[src/rtl/player_projectile.sv]
// Player shot generator: one projectile spawned at ship x, climbs per move tick, retires on hit or top.
// Optional PLAYER_PROJECTILE_AUTOFIRE_EN: spawn on fire level instead of rising edge.
module player_projectile #(
  parameter logic [9:0] SPAWN_Y        = 10'd440,
  parameter logic [9:0] TOP_Y          = 10'd0,
  parameter logic [9:0] SPEED          = 10'd4,
  parameter int         COOLDOWN_TICKS = 8
) (
  input  logic       dclk_i,
  input  logic       clr_i,
  input  logic       move_tick_i,
  input  logic       play_i,
  input  logic       fire_i,
  input  logic [9:0] ship_x_i,
  input  logic       hit_i,
  output logic [9:0] projectiles_x_o,
  output logic [9:0] projectiles_y_o,
  output logic       active_o,
  output logic [7:0] shots_fired_o,
  output logic [7:0] hits_o
);

  localparam logic [9:0] RETIRE_Y = TOP_Y + SPEED;
  localparam int CNT_W = $clog2(COOLDOWN_TICKS + 1);
  localparam logic [CNT_W-1:0] CNT_LOAD = CNT_W'(COOLDOWN_TICKS);

  typedef enum logic [1:0] {
    IDLE     = 2'd0,
    FLIGHT   = 2'd1,
    COOLDOWN = 2'd2
  } state_t;

  state_t           state_q, state_d;
  logic             fire_q, fire_d;
  logic [9:0]       x_q, x_d;
  logic [9:0]       y_q, y_d;
  logic             active_q, active_d;
  logic [7:0]       shots_q, shots_d;
  logic [7:0]       hits_q, hits_d;
  logic [CNT_W-1:0] cnt_q, cnt_d;
  logic             press;

`ifdef PLAYER_PROJECTILE_AUTOFIRE_EN
  assign press = fire_i;
`else
  assign press = fire_i & ~fire_q;
`endif

  always_comb begin
    state_d  = state_q;
    fire_d   = fire_i;
    x_d      = x_q;
    y_d      = y_q;
    active_d = active_q;
    shots_d  = shots_q;
    hits_d   = hits_q;
    cnt_d    = cnt_q;
    if (!play_i) begin
      state_d  = IDLE;
      x_d      = '0;
      y_d      = '0;
      active_d = 1'b0;
      shots_d  = '0;
      hits_d   = '0;
      cnt_d    = '0;
    end else begin
      case (state_q)
        IDLE: begin
          if (press) begin
            state_d  = FLIGHT;
            x_d      = ship_x_i;
            y_d      = SPAWN_Y;
            active_d = 1'b1;
            if (shots_q != 8'hFF) shots_d = shots_q + 8'd1;
          end
        end
        FLIGHT: begin
          // A hit wins over a coincident top retirement so it is always counted.
          if (hit_i || (move_tick_i && (y_q <= RETIRE_Y))) begin
            state_d  = COOLDOWN;
            x_d      = '0;
            y_d      = '0;
            active_d = 1'b0;
            cnt_d    = CNT_LOAD;
            if (hit_i && (hits_q != 8'hFF)) hits_d = hits_q + 8'd1;
          end else if (move_tick_i) begin
            y_d = y_q - SPEED;
          end
        end
        COOLDOWN: begin
          if (move_tick_i) begin
            if (cnt_q <= CNT_W'(1)) begin
              state_d = IDLE;
              cnt_d   = '0;
            end else begin
              cnt_d = cnt_q - CNT_W'(1);
            end
          end
        end
        default: state_d = IDLE;
      endcase
    end
  end

  always_ff @(posedge dclk_i) begin
    if (clr_i) begin
      state_q  <= IDLE;
      fire_q   <= 1'b0;
      x_q      <= '0;
      y_q      <= '0;
      active_q <= 1'b0;
      shots_q  <= '0;
      hits_q   <= '0;
      cnt_q    <= '0;
    end else begin
      state_q  <= state_d;
      fire_q   <= fire_d;
      x_q      <= x_d;
      y_q      <= y_d;
      active_q <= active_d;
      shots_q  <= shots_d;
      hits_q   <= hits_d;
      cnt_q    <= cnt_d;
    end
  end

  assign projectiles_x_o = x_q;
  assign projectiles_y_o = y_q;
  assign active_o        = active_q;
  assign shots_fired_o   = shots_q;
  assign hits_o          = hits_q;

endmodule

[config.mk]
export PLATFORM = sky130hd
export DESIGN_NAME = player_projectile
export DESIGN_NICKNAME = d
export VERILOG_FILES = /design/src/rtl/player_projectile.sv
export SDC_FILE = /design/constraint.sdc
export NUM_CORES = 1
export LEC_CHECK = 0
export ABC_AREA = 1
export ABC_CLOCK_PERIOD_IN_PS = 1560
export CAP_MARGIN = 10
export CORE_ASPECT_RATIO = 1.4
export CORE_UTILIZATION = 40
export CTS_CLUSTER_SIZE = 40
export DETAILED_ROUTE_END_ITERATION = 10
export HOLD_SLACK_MARGIN = 0.06
export PLACE_DENSITY = 0.69
export SLEW_MARGIN = 25
export SYNTH_ARGS = -nofsm -noshare
export SYNTH_HDL_FRONTEND = slang
export SYNTH_SLANG_ARGS = --single-unit
[constraint.sdc]
create_clock -name dclk_i -period 1.56 [get_ports dclk_i]
set_clock_uncertainty 0.15 [all_clocks]
set_input_delay 0.234 -clock dclk_i [delete_from_list [all_inputs] [get_ports dclk_i]]
set_output_delay 0.234 -clock dclk_i [all_outputs]
set_load 0.03 [all_outputs]
After elaboration in Yosys (flattened, before gate mapping) --
Index checks and enable logic that the tools add are counted.
Word-level totals: bits in writable memories 0, bits in registers 44, memories kept 0, memory bits (read-only) 0, bits of input ports 16, word-level logic and storage cells 58, bits in latches 0, output and inout port bits 37
Operators by class: divide/modulo/power cells 0, bitwise gates (word level) 3, reduce and logical (&&, ||, !) cells 13, add/sub/neg operators 4, equality and inequality tests 9, multiplexer cells 19, shifts and indexed selects 0, multipliers 0, $lt $le $gt $ge 2
Operators by type and width (number):
- $mux W10 | 5
- $pmux W10 S2 | 2
- $add A8 B1 Y8 const B | 2
- $ne A8 B8 Y1 const B | 2
- $reduce_and A3 Y1 | 5
- $mux W4 | 3
- $le A10 B3 Y1 const B | 1
- $sub A10 B3 Y10 const B | 1
- $mux W2 | 4
- $ne A2 B2 Y1 const B | 4
- $pmux W4 S2 | 1
- $pmux W2 S3 | 1
- $le A4 B1 Y1 const B | 1
- $reduce_and A4 Y1 | 1
- $reduce_bool A2 Y1 | 2
- $sub A4 B1 Y4 const B | 1
- $ne A3 B3 Y1 const B | 1
- $eq A2 B1 Y1 const B | 1
- $eq A2 B2 Y1 const B | 1
- $logic_and A1 B1 Y1 | 2
- $logic_not A2 Y1 | 1
- $mux W1 | 2
- $not A1 Y1 | 2
- $pmux W1 S2 | 1
- 3 further kinds | 3

Logic depth before layout (Yosys ltp) --
word-level depth 5, gate-level depth with buffers 11

Worst setup path after synthesis --
No wires, ideal clock.
path kind register to register, start register y_q[2], in the netlist projectiles_y_o[2], end register x_q[2], in the netlist projectiles_x_o[2], library setup time 66 ps, setup slack -234 ps, path buffers 1, arrival time 1578 ps, stages on the path, launching flop included 11, cell sequence dfxtp_1 -> inv_1 -> ha_1 -> nand2_4 -> nand2_2 -> nand2_2 -> nand3_2 -> nand2_4 -> buf_12 -> nand2_2 -> a21oi_2
On the way: longest elaborated chain between the ends 5
Ends and longest elaborated chain:
- start, declared | line 36 | logic [9:0] y_q, y_d;
- start signal, assigned | line 119 | y_q <= y_d;
- $le A10 B3 Y1 | line 79 | if (hit_i || (move_tick_i && (y_q <= RETIRE_Y))) begin
- $logic_and A1 B1 Y1 | line 79
- $logic_or A1 B1 Y1 | line 79
- $ne A2 B2 Y1 (no source line)
- $reduce_and A3 Y1 (no source line)
- end signal, assigned | line 109 | x_q <= '0;
- end signal, assigned | line 118 | x_q <= x_d;
- end, declared | line 35 | logic [9:0] x_q, x_d;
No other way between the ends. A chain may end at the register's enable or synchronous reset.

Worst setup path after layout --
start register y_q[2], in the netlist projectiles_y_o[2], end register state_q[0]
On the way: longest elaborated chain between the ends 5
Ends and longest elaborated chain:
- $le A10 B3 Y1 | line 79
- $logic_and A1 B1 Y1 | line 79
- $logic_or A1 B1 Y1 | line 79
- $ne A2 B2 Y1 (no source line)
- $reduce_and A4 Y1 (no source line)
- end signal, assigned | line 116 | state_q <= state_d;
- end, declared | line 33 | state_t state_q, state_d;
No other way between the ends.

==> run_results.csv <==
group,metric,value,unit
timing,min_period_over_period,0.9768,
floorplanning,core,5525,µm²
clock_network,clock-root-buffer,"clkbuf_8",
logic_synthesis,synth_top_cell_by_area,"dfxtp_1",
logic_synthesis,synth_cell_types,36,
logic_synthesis,synth_top_area_frac,0.3670,
setup_path,worstSetupPathType,"reg -> reg",
power_and_ir_drop,powerDensity,735.1,nW/µm²
clock_network,cts_tree,"built",
setup_path,start_kind,"flop",
logic_synthesis,ys_warn_count,0,
power_and_ir_drop,p_leak,1.453,nW
finish,mostFrequentLayoutCells,"nand2_1, dfxtp_1, buf_4",
hold_path,hp-class,"in -> reg",
drt,route.detailed.drc,0,
finish,fin_nets,408,
drt,antenna_left,0,
power_and_ir_drop,peakVddDrop,0.0005172,V
floorplanning,ios,53,
logic_synthesis,synth-compound-area-share,0.1338,
logic_synthesis,synth_xor_area_frac,0.03441,
floorplanning,die_h,91.55,µm
setup_path,crit_path_end_kind,"flop",
drt,wire_per_inst,12.52,µm
drt,vias_per_cell,4.932,
finish,layoutNonFillerInstCount,455,
setup_path,max_stage_delay,370,ps
timing,min_period,1524,ps
clock_network,h-tree-depth,2,
setup_path,slowest_stage,"dfxtp_4",
setup_path,endpoint,"state_q[0]",
setup_path,crit_top_cell,"nand2_4",
setup_path,crit_buf_inv,3,
place,portBuffers,50,
logic_synthesis,avgSynthCellArea,7.561,µm²
logic_synthesis,synth.mux.area_fraction,0,
grt,overflow,0,
grt,grt_pass1_wl,8914,µm
grt,grtUsageTotal,0.1919,
setup_path,rrSetupSlack,40,ps
drt,routed_wl,5698,µm
finish,mostFrequentLayoutCell,"nand2_1",
setup_path,crit_chain,"inv_2 -> ha_2 -> nand2_4 -> nand2_4 -> nand2_4 -> nand3_4 -> buf_4 -> buf_4 -> a21oi_1",
finish,num_antenna_cells,0,
timing,finalHoldViolCount,0,
grt,grt_max_degree,21,
finish,drive_gt1_frac,0.3256,
setup_path,cp-startpoint,"projectiles_y_o[2]",
grt,antenna_found_initial,0,
finish,areaGrowthSynthToFinish,42.76,%
logic_synthesis,synthCells,303,
logic_synthesis,ys_top_cells_by_area,"dfxtp_1, nand2_1, nand3_1",
setup_path,rr_startpoint,"projectiles_y_o[2]",
timing,fmax,656.2,MHz
grt,gr-usage-met3,0.03518,
setup_path,critPathArrivalTime,1610,ps
setup_path,crit_family,"flip-flops",
floorplanning,rows,32,
floorplanning,start_util,0.4146,
logic_synthesis,synthSimpleGateAreaFrac,0.3277,
logic_synthesis,synth_top_family_by_area,"simple AND/OR/NAND/NOR gates",
drt,dr.pass1.iters,4,
timing,final_max_slew_viol_count,0,
place,dp.cells,442,
place,place_congestion,0.8278,
clock_network,cts.sinks,42,
flow_run,maxCapViolations,0,
grt,grt_pass1_vias,2046,
logic_synthesis,ys_seq_area_frac,0.3670,
drt,drtIter0Drc,105,
drt,num_vias,2244,
logic_synthesis,syn-cell-area,2291,µm²
logic_synthesis,synthAdderAreaFrac,0.03277,
setup_path,path_max_fanout,3,
clock_network,cts_buffers,5,
setup_path,cp.required,1640,ps
floorplanning,die_w,65.96,µm
setup_path,critical_path_depth,9,
floorplanning,die-area,6038,µm²
run_status,status,"completed",
logic_synthesis,ys_ff_latch,42,
grt,grt.busiest_layer,"met2",
clock_network,clock_latency,300,ps
timing,setup-violations-final,0,
grt,grt_util_met2,0.3478,
grt,gr-usage-met1,0.2095,
setup_path,r2r_cells,9,
place,hpwlAfterDp,3945,µm
setup_path,reg2reg_to,"state_q[0]",
timing,whs,177.3,ps
clock_network,path_clk_slew,80,ps
clock_network,clock_path_buffers,2,
==> synth_stat cells <==
master and number:
nand2_1 65, dfxtp_1 42, inv_1 27, nand3_1 26
a21oi_1 25, nor2_1 20, nand2_2 18, a21oi_2 11
ha_1 6, inv_2 6, o21ai_0 5, xnor2_1 5
buf_2 4, nor3_1 4, xor2_1 4, buf_4 3
nand2_4 3, nand4_1 3, nor2_2 3, nor2_4 3
o21ai_1 3, buf_6 2, nand3_2 2, a211oi_1 1
a31oi_1 1, and2_1 1, buf_12 1, bufinv_8 1
clkinv_4 1, conb_1 1, nand4_4 1, nor3_2 1
o211ai_1 1, o21ai_4 1, o21bai_1 1, or2_2 1
==> timing repair <==
action / CTS / global route
endpoints found under the setup margin: 36 / 36
cloned: 1 / 1
pin swaps: 2 / 13
setup buffers: 1 / 2
gates resized for setup: 37 / 40
hold buffers: 0 / 0
==> metrics by stage <==
step | power [mW] | setup slack (ps) | util | cell area, µm² | TNS, ps
CTS | 2.387 | 2.166 | 0.5691 | 3144 | 0
global route | 2.518 | -47.43 | 0.5919 | 3271 | -99.31
floorplan | 1.428 | 3.008 | - | 2313 | 0
detailed placement | 1.590 | -306.1 | 0.5514 | 3047 | -8078
finish | 2.404 | 36.17 | 0.5919 | 3271 | 0
global placement | 1.585 | -277.6 | 0.5514 | 3047 | -7605
==> power by group <==
part	total, mW	switching (mW)	internal [mW]
logic	0.487	0.279	0.209
clock network	0.798	0.383	0.415
registers	1.12	0.0264	1.09
==> layer usage <==
metal / up-vias / routed length (µm)
li1: 1135 / -
met1: 1051 / 2301
met2: 47 / 3093
met3: 11 / 159
met4: 0 / 144
met5: - / 0
==> sequential cells by signal (all words and copies together) (netlist names) <==
| signal | count |
|---|---|
| state_q | 2 |
| fire_q | 1 |
| projectiles_x_o | 10 |
| hits_o | 8 |
| projectiles_y_o | 8 |
| cnt_q | 4 |
| shots_fired_o | 8 |
| active_o | 1 |
==> cell families after synthesis <==
group	count (synthesis)
compound gates	49
xor+xnor	9
fa+ha+maj	6
buf+inv	45
flops	42
other cells	1
simple gates	151
==> worst min path at each step <==
| stage | from | endpoint | slack, ps | cells past startpoint |
|---|---|---|---|---|
| after detailed placement | projectiles_x_o[4] | projectiles_x_o[4] | 310 | 2 |
| after CTS | projectiles_x_o[7] | projectiles_x_o[7] | 320 | 2 |
| after floorplan | clr_i | fire_q | 160 | 1 |
| after global routing | fire_i | fire_q | 190 | 4 |
| after global placement | projectiles_x_o[1] | projectiles_x_o[1] | 300 | 2 |
| final | fire_i | fire_q | 180 | 4 |
==> tightest hold or removal path: cells and delay by family <==
family,cells,cell delay (ps)
AND/OR/NAND/NOR,1,30
buffers and inverters,3,320
==> area by class of cell <==
type	instances	area (µm²)
Timing Repair Buffer	84	734.5
Sequential cell	42	863.3
Inverter	35	150.1
Tap cell	68	85.08
Fill cell	543	2255
Clock buffer	8	101.3
Multi-Input combinational cell	218	1336
Note: power is estimated with default switching activity, not from simulation.
